### src/rtl/piso_tx_pkg.sv
// Shared types and constants for the rising-edge parallel-in serial-out transmitter.
package piso_tx_pkg;

   typedef enum logic {
      IDLE  = 1'b0,
      SHIFT = 1'b1
   } state_e;

   localparam logic SD_RST     = 1'b0;
   localparam logic SFRAME_RST = 1'b0;

   // Counter must hold the value WIDTH itself, hence WIDTH+1.
   function automatic int cnt_w(input int width);
      return $clog2(width + 1);
   endfunction

endpackage

### src/rtl/piso_tx_posedge_if.sv
// Load handshake and serial output bundle of the transmitter.
interface piso_tx_posedge_if #(
   parameter int WIDTH = 8
);
   logic             load_valid;
   logic [WIDTH-1:0] load_data;
   logic             load_ready;
   logic             sd;
   logic             sframe;
   logic             done;

   modport master (
      output load_valid,
      output load_data,
      input  load_ready,
      input  sd,
      input  sframe,
      input  done
   );

   modport slave (
      input  load_valid,
      input  load_data,
      output load_ready,
      output sd,
      output sframe,
      output done
   );
endinterface

### src/rtl/tx_bit_counter.sv
// Position of the bit currently on sd within its word (1..WIDTH, 0 when idle).
module tx_bit_counter
   import piso_tx_pkg::*;
#(
   parameter int WIDTH = 8
) (
   input  logic c,
   input  logic r,
   input  logic load_i,
   input  logic inc_i,
   input  logic clr_i,
   output logic last_o
);
   localparam int CW = cnt_w(WIDTH);

   logic [CW-1:0] cnt_q, cnt_d;

   always_comb begin
      cnt_d = cnt_q;
      if (clr_i) begin
         cnt_d = '0;
      end else if (load_i) begin
         cnt_d = CW'(1);
      end else if (inc_i && (cnt_q != CW'(WIDTH))) begin
         cnt_d = cnt_q + CW'(1);
      end
   end

   always_ff @(posedge c or posedge r) begin
      if (r) begin
         cnt_q <= '0;
      end else begin
         cnt_q <= cnt_d;
      end
   end

   assign last_o = (cnt_q == CW'(WIDTH));

endmodule

### src/rtl/piso_tx_posedge.sv
// Serial transmitter launching one bit per rising edge for a falling-edge receiver.
//
//   state | meaning
//   IDLE  | no word in flight, load_ready high, sd/sframe low
//   SHIFT | a word is on sd; load_ready only in its last-bit cycle
module piso_tx_posedge
   import piso_tx_pkg::*;
#(
   parameter int WIDTH     = 8,
   parameter bit LSB_FIRST = 1'b1
) (
   input  logic               c,
   input  logic               r,
   piso_tx_posedge_if.slave   tx
);
   state_e           state_q, state_d;
   logic [WIDTH-1:0] shreg_q, shreg_d;
   logic             sd_q, sd_d;
   logic             sframe_q, sframe_d;
   logic             done_q, done_d;
   logic             cnt_load, cnt_inc, cnt_clr;
   logic             last_bit;
   logic             ready;

   function automatic logic out_bit(input logic [WIDTH-1:0] w);
      return LSB_FIRST ? w[0] : w[WIDTH-1];
   endfunction

   function automatic logic [WIDTH-1:0] advance(input logic [WIDTH-1:0] w);
      return LSB_FIRST ? (w >> 1) : (w << 1);
   endfunction

   tx_bit_counter #(
      .WIDTH (WIDTH)
   ) u_cnt (
      .c      (c),
      .r      (r),
      .load_i (cnt_load),
      .inc_i  (cnt_inc),
      .clr_i  (cnt_clr),
      .last_o (last_bit)
   );

   // Held low during reset so nothing can be offered while the block is cleared.
   assign ready = !r && ((state_q == IDLE) || last_bit);

   always_comb begin
      state_d  = state_q;
      shreg_d  = shreg_q;
      sd_d     = 1'b0;
      sframe_d = 1'b0;
      done_d   = 1'b0;
      cnt_load = 1'b0;
      cnt_inc  = 1'b0;
      cnt_clr  = 1'b0;
      if ((state_q == SHIFT) && last_bit) begin
         done_d = 1'b1;
      end
      // The first bit goes out on the accept edge; shreg keeps only what follows.
      if (tx.load_valid && ready) begin
         state_d  = SHIFT;
         shreg_d  = advance(tx.load_data);
         sd_d     = out_bit(tx.load_data);
         sframe_d = 1'b1;
         cnt_load = 1'b1;
      end else if (state_q == SHIFT) begin
         if (last_bit) begin
            state_d = IDLE;
            shreg_d = '0;
            cnt_clr = 1'b1;
         end else begin
            shreg_d  = advance(shreg_q);
            sd_d     = out_bit(shreg_q);
            sframe_d = 1'b1;
            cnt_inc  = 1'b1;
         end
      end
   end

   always_ff @(posedge c or posedge r) begin
      if (r) begin
         state_q  <= IDLE;
         shreg_q  <= '0;
         sd_q     <= SD_RST;
         sframe_q <= SFRAME_RST;
         done_q   <= 1'b0;
      end else begin
         state_q  <= state_d;
         shreg_q  <= shreg_d;
         sd_q     <= sd_d;
         sframe_q <= sframe_d;
         done_q   <= done_d;
      end
   end

   assign tx.load_ready = ready;
   assign tx.sd         = sd_q;
   assign tx.sframe     = sframe_q;
   assign tx.done       = done_q;

endmodule

### src/flat_wrapper.sv
// flat-port wrapper written by rule: the top's interface ports become plain ports
module piso_tx_posedge_flat import piso_tx_pkg::*;
#(
   parameter int WIDTH     = 8,
   parameter bit LSB_FIRST = 1'b1
)
  (c, r, tx_load_valid, tx_load_data, tx_load_ready, tx_sd, tx_sframe, tx_done);
  piso_tx_posedge_if #(.WIDTH(WIDTH)) tx_i ();
  input  logic c;
  input  logic r;
  input wire logic [$bits(tx_i.load_valid)-1:0] tx_load_valid;
  input wire logic [$bits(tx_i.load_data)-1:0] tx_load_data;
  output wire logic [$bits(tx_i.load_ready)-1:0] tx_load_ready;
  output wire logic [$bits(tx_i.sd)-1:0] tx_sd;
  output wire logic [$bits(tx_i.sframe)-1:0] tx_sframe;
  output wire logic [$bits(tx_i.done)-1:0] tx_done;
  assign tx_i.load_valid = tx_load_valid;
  assign tx_i.load_data = tx_load_data;
  assign tx_load_ready = tx_i.load_ready;
  assign tx_sd = tx_i.sd;
  assign tx_sframe = tx_i.sframe;
  assign tx_done = tx_i.done;
  piso_tx_posedge #(.WIDTH(WIDTH), .LSB_FIRST(LSB_FIRST)) u_core (.c(c), .r(r), .tx(tx_i));
endmodule
### config.mk
export PLATFORM = sky130hd
export DESIGN_NAME = piso_tx_posedge_flat
export DESIGN_NICKNAME = d
export VERILOG_FILES = /design/src/rtl/piso_tx_pkg.sv /design/src/rtl/piso_tx_posedge_if.sv /design/src/rtl/tx_bit_counter.sv /design/src/rtl/piso_tx_posedge.sv /design/src/flat_wrapper.sv
export SDC_FILE = /design/constraint.sdc
export NUM_CORES = 1
export LEC_CHECK = 0
export BUFFER_PORTS_ARGS = -buffer_cell sky130_fd_sc_hd__buf_4
export CAP_MARGIN = 25
export CORE_MARGIN = 2
export CORE_UTILIZATION = 30
export DETAILED_ROUTE_END_ITERATION = 10
export SETUP_SLACK_MARGIN = 0.4
export SLEW_MARGIN = 20
export SYNTH_ARGS = -nofsm -noshare
export SYNTH_HDL_FRONTEND = slang
export SYNTH_HIERARCHICAL = 1
export SYNTH_SLANG_ARGS = --single-unit
export TNS_END_PERCENT = 30
### constraint.sdc
create_clock -name c -period 2.2 [get_ports c]
set_clock_uncertainty 0.1 [all_clocks]
set_input_delay 0.44 -clock c [delete_from_list [all_inputs] [get_ports c]]
set_output_delay 0.44 -clock c [all_outputs]
set_load 0.05 [all_outputs]
==> summary.md <==
| Metric | Value |
|---|---|
| Initial antenna violation count | `0` |
| WS Path Type | `reg -> reg` |
| Non-filler cells, final | `~120` |
| CTS sink cnt | `14` |
| Clock slew at reported path FFs | `0.09 ns` |
| Post-DP Area | `835.8 um2` |
| RSZ-0062 raised after global routing | `yes` |
| Max-capacitance violation count | `0` |
| Detailed Route Iter0 Violations | `8` |
| Antenna cells | `0` |
| Worst skew pair latency | `about 0.28 ns` |
| Worst setup margin | `0.2044 ns` |
| Slew HR | `71.64%` |
| Worst EP arrival | `2.10 ns` |
| Hold WC Path Type | `in -> async` |
| CTS tree | `yes` |
| Sw Share | `39.13%` |
| CP Launch Type | `flop` |
| Boundary pin count | `15` |
| Vias/cell | `4.959` |
| Worst EP required | `2.30 ns` |
| Synth cell types | `27` |
| Tcrit/Tclk final | `90.71%` |
| DRT Pass-1 Iters | `2` |
| Die W | `52.46 um` |
| CP endpoint kind | `flop` |
| Int Power | `797.4 uW` |
| Worst setup path end | `u_core/u_cnt/cnt_q[2]$_DFFE_PP0P_` |
| Worst reg-to-reg setup slack | `0.20 ns` |
| Core area | `2212 um2` |
| Register bit count reported by yosys | `14` |
| Multi-input gate area | `330.3 um2` |
| Via Count | `600` |
| Port-buffer cells | `14` |
| Area growth, synth to finish | `42.98%` |
| Initial core utilization | `31.84%` |
| Sequential share of the synthesized area | `49.73%` |
| DRT Wirelength | `~1.6 mm` |
| Vias in the first global route | `580` |
| Clk pwr share | `around 11%` |
| Register area | `350.3 um2` |
| H-tree levels | `1` |
| Power Density | `1301 nW/um2` |
| Worst Path Max Fanout | `3` |
| Grt total ovfl | `0` |
| Root Buffer Master | `clkbuf_4` |
| WL/cell | `13.31 um` |
| Final TNS setup | `0 ns` |
| Share of post-route cells with drive strength above 1 | `49.46%` |
| Syn_area_per_cell | `~11 um2` |
| DIE HEIGHT | `roughly 52 um` |
| Clock buffer depth | `2` |
| DP Wirelength | `roughly 970 um` |
| Warnings, synthesis | `6` |
| First-pass GRT wire length | `2.497 mm` |
| # fillers | `about 220` |
| Flop pwr share | `a little under a third` |
| Finish-stage setup viols | `0` |
| Critical R2R Capture | `u_core/u_cnt/cnt_q[2]$_DFFE_PP0P_` |
| Post-synth net total | `76` |
| Static leakage | `~0.00051 uW` |
| Gpl congestion | `0.7130` |
| Final Hold Fails | `0` |
| DP Cell Count | `~100` |
| Pre-CTS setup slack | `0.08247 ns` |
| Largest net degree at the start of global routing | `11` |
| Origin of the critical flop-to-flop path | `u_core/u_cnt/cnt_q[0]$_DFFE_PP0P_` |
| DRC | `0` |
| Final Core Density | `45.53%` |
| Fmax achieved | `~500 MHz` |
| Cells after Synth | `63` |
| Overall Global Routing Usage | `between 10% and 20%` |
| Worst slew pin tran | `around 0.42 ns` |
| Final ANT Viol Nets | `0` |
| Layout Nets | `between 100 and 150` |
| FF-to-FF path depth | `10` |
| Logic gate share of total power | `57.6%` |
| Post-Syn Area | `between 700 and 800 um2` |
| Total CTS buffers | `3` |
| Net Switching | `512.6 uW` |
| Worst Setup SP | `u_core/u_cnt/cnt_q[0]$_DFFE_PP0P_` |
| Post-route minimum period | `~2 ns` |
| Die area | `2752 um2` |
| Status | `completed` |
| Pins Over Slew Limit | `0` |
| Max VDD drop | `0.0006572 V` |
| Final Cell Area | `1007 um2` |
| Rows | `17` |
power groups by stage:
| stage | logic (uW) | clock network (uW) | registers (uW) |
|---|---|---|---|
| after global routing | 813 | 170 | 417 |
| after detailed placement | 505 | 0 | 416 |
| after CTS | 657 | 152 | 404 |
| after floorplan | 352 | 0 | 471 |
| final | 755 | 146 | 409 |
| after global placement | 496 | 0 | 418 |
layout make-up:
type                       instances  area share (%)
multi-input combinational         40           32.79
inverter                           6           2.236
tap                               28           3.478
clock buffer                       3           2.236
timing repair buffer              30           24.47
sequential                        14           34.78
metrics by stage:
stage | power (uW) | hold WS (ns)
after CTS | 1212 | 0.07781
final | 1310 | 0.06085
after global routing | 1400 | 0.08189
after detailed placement | 921.0 | 0.2827
after global placement | 914.1 | 0.2845
after floorplan | 823.3 | 0.1061
flip-flops by register name, summed over array words and instances (netlist names):
register and count:
u_core/tx.done 1, u_core/shreg_q 7, u_core/tx.sframe 1, u_core/u_cnt/cnt_q 4, u_core/tx.sd 1
cells in the mapped netlist, drive strengths merged:
cell type | instances | area [um2]
nor3b | 1 | 7.510
ha | 2 | 25.02
dfrtp | 14 | 350.3
and2 | 7 | 45.05
inv | 6 | 22.52
a31oi | 1 | 6.260
a22o | 1 | 10.01
a21o | 1 | 8.760
or3 | 2 | 12.51
nor3 | 1 | 5.000
nor2b | 3 | 28.78
nand4 | 1 | 6.260
nand2 | 3 | 11.26
or2 | 1 | 6.260
nor2 | 3 | 11.26
xor2 | 1 | 8.760
a221o | 6 | 60.06
buf | 3 | 33.78
o211ai | 1 | 7.510
a21boi | 1 | 7.510
and3b | 1 | 8.760
and2b | 1 | 8.760
o21ai | 1 | 5.000
o31ai | 1 | 7.510
layer usage:
layer  track usage (%)  wire length, um  up-vias
met2             20.00              848       16
met3             5.143               66        2
met4             6.410               27        0
li1                  -                -      283
met5                 0                0        -
met1             15.14              667      299
logic make-up after synthesis:
| kind of cell | synth area share, % |
|---|---|
| simple gates | 21.49 |
| flops | 49.73 |
| fa+ha+maj | 3.552 |
| buf+inv | 7.992 |
| xor+xnor | 1.244 |
| compound gates | 15.99 |
critical path: stages, from the launching register on:
cell and delay (ns):
dfrtp_1 0.36, inv_1 0.05, ha_2 0.16, and3b_2 0.22, nor2b_4 0.17, buf_4 0.14
buf_6 0.08, buf_6 0.09, nand2_1 0.07, or3_1 0.32, a21boi_1 0.15
worst min path at each step:
stage / startpoint / endpoint / slack [ns] / cells after the start
after floorplan: r / u_core/u_cnt/cnt_q[0]$_DFFE_PP0P_ / 0.11 / 1
after global placement: r / u_core/u_cnt/cnt_q[0]$_DFFE_PP0P_ / 0.28 / 2
final: r / u_core/tx.sframe$_DFF_PP0_ / 0.06 / 2
after global routing: r / u_core/tx.sframe$_DFF_PP0_ / 0.08 / 2
after CTS: r / u_core/shreg_q[6]$_DFFE_PP0P_ / 0.08 / 2
after detailed placement: r / u_core/u_cnt/cnt_q[0]$_DFFE_PP0P_ / 0.28 / 2
cell usage in the layout, fill, tap and decap left out, types with 2 or more instances in the layout:
cell type  Yosys  routed
inv_1          6       5
nor2b_4        1       2
dfrtp_1       14      14
and2_1         6       6
nor2_4         0       2
buf_6          3       3
or3_1          2       2
a221o_1        6       6
nand2_1        3       3
clkbuf_4       0       3
buf_4          0      25
what timing repair did:
item / 4_1_cts / 5_1_grt
pin swaps: 3 / 4
hold buffers: 1 / 0
cloned: 0 / 0
endpoints found under the hold margin: 4 / 0
endpoints found under the setup margin: 13 / 11
setup buffers: 8 / 5
gates resized for setup: 7 / 6
Note: power is estimated with default switching activity, not from simulation.
